<file path="src/rtl/mic_sound_detector.sv">
// PDM microphone front end: drives M_CLK, decimates M_DATA over boxcar windows and flags sustained loud sound.
// Optional peak-hold of the window amplitude is built when the MIC_PEAK_EN macro is defined.
module mic_sound_detector #(
  parameter int WIN_LOG2  = 8,
  parameter int THRESHOLD = 40,
  parameter int HOLD_WIN  = 16
) (
  input  logic                pulse_5MHz,
  input  logic                reset,
  input  logic                enable,
  input  logic                M_DATA,
  output logic                M_CLK,
  output logic                M_LRSEL,
  output logic [WIN_LOG2-1:0] amplitude,
  output logic                sample_valid,
  output logic                sound_detected,
  output logic [WIN_LOG2-1:0] peak_amp
);

  typedef enum logic [1:0] {
    IDLE     = 2'd0,
    ARMED    = 2'd1,
    DETECTED = 2'd2
  } state_t;

  localparam logic [WIN_LOG2:0]   HALF    = {1'b0, 1'b1, {(WIN_LOG2-1){1'b0}}};
  localparam logic [WIN_LOG2-1:0] AMP_MAX = {WIN_LOG2{1'b1}};
  localparam logic [WIN_LOG2:0]   THR     = (WIN_LOG2+1)'(THRESHOLD);
  localparam logic [7:0]          HOLD    = 8'(HOLD_WIN);

  state_t                state_r;
  state_t                state_nxt_s;
  logic                  mclk_r;
  logic [WIN_LOG2-1:0]   cnt_r;
  logic [WIN_LOG2:0]     ones_r;
  logic [7:0]            loud_r;
  logic [WIN_LOG2-1:0]   amp_r;
  logic                  sv_r;
  logic                  det_r;

  logic                  active_s;
  logic                  sample_s;
  logic                  win_end_s;
  logic [WIN_LOG2:0]     total_s;
  logic [WIN_LOG2:0]     diff_s;
  logic [WIN_LOG2-1:0]   amp_s;
  logic                  loud_s;
  logic [7:0]            loud_nxt_s;
  logic                  hit_s;

  // Window arithmetic: ones total including the current sample, distance from half-scale, loud-run update.
  always_comb begin
    active_s   = 1'b0;
    sample_s   = 1'b0;
    win_end_s  = 1'b0;
    total_s    = {(WIN_LOG2+1){1'b0}};
    diff_s     = {(WIN_LOG2+1){1'b0}};
    amp_s      = {WIN_LOG2{1'b0}};
    loud_s     = 1'b0;
    loud_nxt_s = loud_r;
    hit_s      = 1'b0;

    active_s  = enable && (state_r != IDLE);
    sample_s  = active_s && mclk_r;
    win_end_s = sample_s && (cnt_r == AMP_MAX);
    total_s   = ones_r + {{WIN_LOG2{1'b0}}, M_DATA};
    if (total_s >= HALF) begin
      diff_s = total_s - HALF;
    end else begin
      diff_s = HALF - total_s;
    end
    if (diff_s > {1'b0, AMP_MAX}) begin
      amp_s = AMP_MAX;
    end else begin
      amp_s = diff_s[WIN_LOG2-1:0];
    end
    loud_s = ({1'b0, amp_s} >= THR);
    if (win_end_s) begin
      if (!loud_s) begin
        loud_nxt_s = 8'd0;
      end else if (loud_r >= HOLD) begin
        loud_nxt_s = HOLD;
      end else begin
        loud_nxt_s = loud_r + 8'd1;
      end
    end else begin
      loud_nxt_s = loud_r;
    end
    hit_s = win_end_s && (state_r == ARMED) && loud_s && (loud_nxt_s == HOLD);
  end

  // Next-state logic; dropping enable always returns to IDLE.
  always_comb begin
    state_nxt_s = state_r;
    case (state_r)
      IDLE: begin
        if (enable) begin
          state_nxt_s = ARMED;
        end else begin
          state_nxt_s = IDLE;
        end
      end
      ARMED: begin
        if (!enable) begin
          state_nxt_s = IDLE;
        end else if (hit_s) begin
          state_nxt_s = DETECTED;
        end else begin
          state_nxt_s = ARMED;
        end
      end
      DETECTED: begin
        if (!enable) begin
          state_nxt_s = IDLE;
        end else begin
          state_nxt_s = DETECTED;
        end
      end
      default: state_nxt_s = IDLE;
    endcase
  end

  // State register.
  always_ff @(posedge pulse_5MHz) begin
    if (reset) begin
      state_r <= IDLE;
    end else begin
      state_r <= state_nxt_s;
    end
  end

  // Mic clock, sample/ones counters, amplitude and detection flag; a partial window is dropped when idle.
  always_ff @(posedge pulse_5MHz) begin
    if (reset) begin
      mclk_r <= 1'b0;
      cnt_r  <= {WIN_LOG2{1'b0}};
      ones_r <= {(WIN_LOG2+1){1'b0}};
      loud_r <= 8'd0;
      amp_r  <= {WIN_LOG2{1'b0}};
      sv_r   <= 1'b0;
      det_r  <= 1'b0;
    end else if (!active_s) begin
      mclk_r <= 1'b0;
      cnt_r  <= {WIN_LOG2{1'b0}};
      ones_r <= {(WIN_LOG2+1){1'b0}};
      loud_r <= 8'd0;
      sv_r   <= 1'b0;
      det_r  <= 1'b0;
    end else begin
      mclk_r <= ~mclk_r;
      sv_r   <= win_end_s;
      loud_r <= loud_nxt_s;
      if (sample_s) begin
        cnt_r  <= cnt_r + {{(WIN_LOG2-1){1'b0}}, 1'b1};
        ones_r <= win_end_s ? {(WIN_LOG2+1){1'b0}} : total_s;
      end
      if (win_end_s) begin
        amp_r <= amp_s;
      end
      if (hit_s) begin
        det_r <= 1'b1;
      end
    end
  end

`ifdef MIC_PEAK_EN
  logic [WIN_LOG2-1:0] peak_r;

  // Peak-hold of window amplitude, restarted each time listening begins.
  always_ff @(posedge pulse_5MHz) begin
    if (reset) begin
      peak_r <= {WIN_LOG2{1'b0}};
    end else if ((state_r == IDLE) && enable) begin
      peak_r <= {WIN_LOG2{1'b0}};
    end else if (win_end_s && (amp_s > peak_r)) begin
      peak_r <= amp_s;
    end
  end

  assign peak_amp = peak_r;
`else
  assign peak_amp = {WIN_LOG2{1'b0}};
`endif

  assign M_CLK          = mclk_r;
  assign M_LRSEL        = 1'b0;
  assign amplitude      = amp_r;
  assign sample_valid   = sv_r;
  assign sound_detected = det_r;

endmodule

</file>
<file path="config.mk">
export PLATFORM = sky130hd
export DESIGN_NAME = mic_sound_detector
export DESIGN_NICKNAME = d
export VERILOG_FILES = /design/src/rtl/mic_sound_detector.sv
export SDC_FILE = /design/constraint.sdc
export NUM_CORES = 1
export LEC_CHECK = 0
export BUFFER_PORTS_ARGS = -buffer_cell sky130_fd_sc_hd__buf_2
export CAP_MARGIN = 20
export CORE_AREA = 5 5 70 72
export DETAILED_ROUTE_END_ITERATION = 16
export DIE_AREA = 0 0 75 77
export PLACE_DENSITY = 0.84
export SLEW_MARGIN = 20
export SYNTH_ARGS = -nofsm -noshare
export SYNTH_HDL_FRONTEND = slang
export SYNTH_SLANG_ARGS = --single-unit
</file>
<file path="constraint.sdc">
create_clock -name pulse_5MHz -period 3.65 [get_ports pulse_5MHz]
set_clock_uncertainty 0.2 [all_clocks]
set_input_delay 0.365 -clock pulse_5MHz [delete_from_list [all_inputs] [get_ports pulse_5MHz]]
set_output_delay 0.365 -clock pulse_5MHz [all_outputs]
set_load 0.01 [all_outputs]
</file>
==> metrics.md <==
| Metric | Value |
|---|---|
| Status | finished, final reports clean |
| Register share of total power | 0.513 |
| Proportion of layout cells with a drive suffix above 1 | 0.150 |
| Clock root buffer | clkbuf_8 |
| Slew Viols, Final | 0 |
| Top FF cell, synth | dfxtp_1 |
| Avg Vias per Cell | 5.95 |
| Pre-CTS WS | between 0.3 and 0.4 ns |
| Max Clk Rate | 308 MHz |
| Comb pwr share | 0.045 |
| Fin crit period | 3.25 ns |
| Critical path class | flip-flop to flip-flop |
| FILL cells | around 380 |
| Die Area | about 5800 sq um |
| Deepest clock path buffer count | 2 |
| Area grow syn2layout | 6.84% |
| Routability cong. | ~0.9 |
| DRC | 0 |
| Reg area | between 700 and 800 sq um |
| Post-synthesis cell type count | around 60 |
| Setup repair after global routing missed its margin | false |
| DRT Pass-1 Iters | 4 |
| Synth top cells by count | dfxtp_1, nor2_1, a21oi_1, nand2_1, nand3_1 |
| CTS buffer count | 5 |
| Placed Area | roughly 2400 sq um |
| PwrDens | about 320 nW/um^2 |
| FFs w/ async S/R, synth | 0 |
| Initial Util | 0.562 |
| I/O Buffers | 14 |
| Area occupied by multi-input gates | between 1000 and 1500 sq um |
| Placed Instances | 345 |
| # setup viols final | 0 |
| CTS resizes | 0 |
| Sw frac | 0.220 |
| Die Width | 75 um |
| Sequential area share after synthesis | 0.320 |
| Final period util | 0.890 |
| Initial antenna violation count | 0 |
| Area leader, netlist | dfxtp_1 |
| # clock sinks | 38 |
| Total track usage | 0.189 |
| First-pass GRT wire length | approximately 8700 um |
| I/O pin cnt | 24 |
| Max-cap violation count | 0 |
| CP Capture Type | flip-flop |
| Setup TNS | 0 ns |
| Core ar. | roughly 4200 sq um |
| YS warnings | 0 |
| Hold WC Path Type | input pin to flip-flop |
| H-Tree Level Count | 2 |
| CP Data Arrival Time | approximately 3.2 ns |
| Worst slew margin relative to its limit | 0.582 |
| CP Launch Type | flip-flop |
| Number of global-route vias before repair | just under 2000 |
| Clock power share | 0.442 |
| ANT nets after route | 0 |
| DRT iter0 DRCs | 173 |
| #FFs+latches synth | 38 |
| Final WL | ~5100 um |
| Switching power | approximately 180 uW |
| Critical path peak fanout | 10 |
| Syn_area_per_cell | between 8 and 9 sq um |
| Synth Cell Area | about 2400 sq um |
| Clock Latency Late Sink | 0.29 ns |
| Design area | 2540 sq um |
| Post-synth EDFFs | 0 |
| Final-report hold violation count | 0 |
| Peak supply drop | around 280 uV |
| Clock-pin slew on the worst setup and hold paths | approximately 0.080 ns |
| Die Y | 77 um |
| Hpwl dp | approximately 3700 um |
| Fin cells | between 300 and 400 |
| CTS tree | yes |
| Post-synthesis cell count | around 300 |
| Drt wl/cell | 14.3 um |
| Nets | a little over 300 |
| Row Count | 24 |
| Internal | approximately 630 uW |
| Gr ovfl total | 0 |
| Worst slew pin tran | between 0.6 and 0.7 ns |
| Most numerous cell in the Yosys netlist | dfxtp_1 |
| CTS hold repair buffers | 0 |
| Final worst slack | 0.400 ns |
| Diode count | 0 |
| Synth top area share | 0.320 |
| Static Leakage | between 0.9 and 1 nW |
| Largest net degree at the start of global routing | 25 |
| Total Power | just over 800 uW |
| Via count | 2101 |
| WP data required | between 3 and 4 ns |
| Setup Buffers After CTS | 0 |
| Synth area leaders | dfxtp_1, a21oi_1, nor2_1 |
final cells by class:
cell class                 instances  share of cell area
timing repair buffer              19              0.0423
sequential                        38               0.299
tap                               52              0.0256
clock inverter                     2              0.0148
clock buffer                       6              0.0286
inverter                           8              0.0118
multi-input combinational        228               0.578
stage by stage:
step                 util  hold slack (ns)
CTS                 0.600            0.148
global route        0.600            0.164
floorplan               -            0.236
finish              0.600            0.161
global placement    0.574            0.240
detailed placement  0.574            0.248
placed cells by master, fill, tap and decap left out, types with 2 or more instances in the layout:
master	netlist	final
nand2_1	23	23
o21ai_0	6	6
nor4b_1	2	2
nand3_1	18	18
o2bb2ai_1	2	2
a22oi_1	2	2
ha_1	7	7
o21a_1	2	2
xnor2_1	7	7
xor2_1	7	7
or3_1	7	7
a31oi_1	4	4
conb_1	1	9
and4_1	2	2
a211oi_1	6	6
dfxtp_1	38	38
clkbuf_8	0	5
inv_1	8	8
nor3_1	11	11
a21oi_1	23	23
and3_1	8	8
buf_4	11	5
nand4_1	8	8
nand2b_1	5	5
o21ai_1	2	2
nor2_1	30	30
nor4_1	5	5
or2_2	2	2
buf_2	6	14
final timing paths:
kind         slack, ns      endpoint         start  depth (start not counted)
max               0.40    state_r[0]     ones_r[1]                         10
min               0.16  amplitude[6]         reset                          2
max reg2reg       0.40    state_r[0]     ones_r[1]                         10
min reg2reg       0.26  amplitude[6]  amplitude[6]                          2
routing by layer:
layer / vias to the layer above / part of all wire / GRT usage
li1: 1053 / - / -
met1: 988 / 0.45 / 0.244
met2: 52 / 0.47 / 0.303
met3: 8 / 0.053 / 0.0366
met4: 0 / 0.019 / 0.0765
met5: - / 0 / 0
state kept, by name, indices dropped and copies added, names as in the netlist:
name / count
M_CLK: 1
loud_r: 8
cnt_r: 8
state_r: 2
sample_valid: 1
sound_detected: 1
ones_r: 9
amplitude: 8
power by group through the flow:
stage               combinational [mW]  clock [mW]  sequential, mW
global placement                0.0353           0           0.426
CTS                             0.0358       0.364           0.416
global route                    0.0402       0.384           0.416
floorplan                       0.0359           0           0.426
finish                          0.0364       0.358           0.416
detailed placement              0.0356           0           0.426
cells by family after synthesis:
logic type	Yosys count	synth area share
flops	38	0.320
buf+inv	35	0.0758
xor+xnor	16	0.0652
compound gates	65	0.203
fa+ha+maj	7	0.0368
other cells	1	0.00158
simple gates	131	0.298
worst max-delay path, cell delays in order (launching register included):
cell,delay (ns)
dfxtp_1,0.56
ha_1,0.33
inv_1,0.09
ha_1,0.18
or4b_4,0.51
a22oi_4,0.29
a41oi_4,0.19
xnor2_1,0.17
o22ai_2,0.33
o21ai_2,0.11
nor3b_2,0.16
Note: power is estimated with default switching activity, not from simulation.
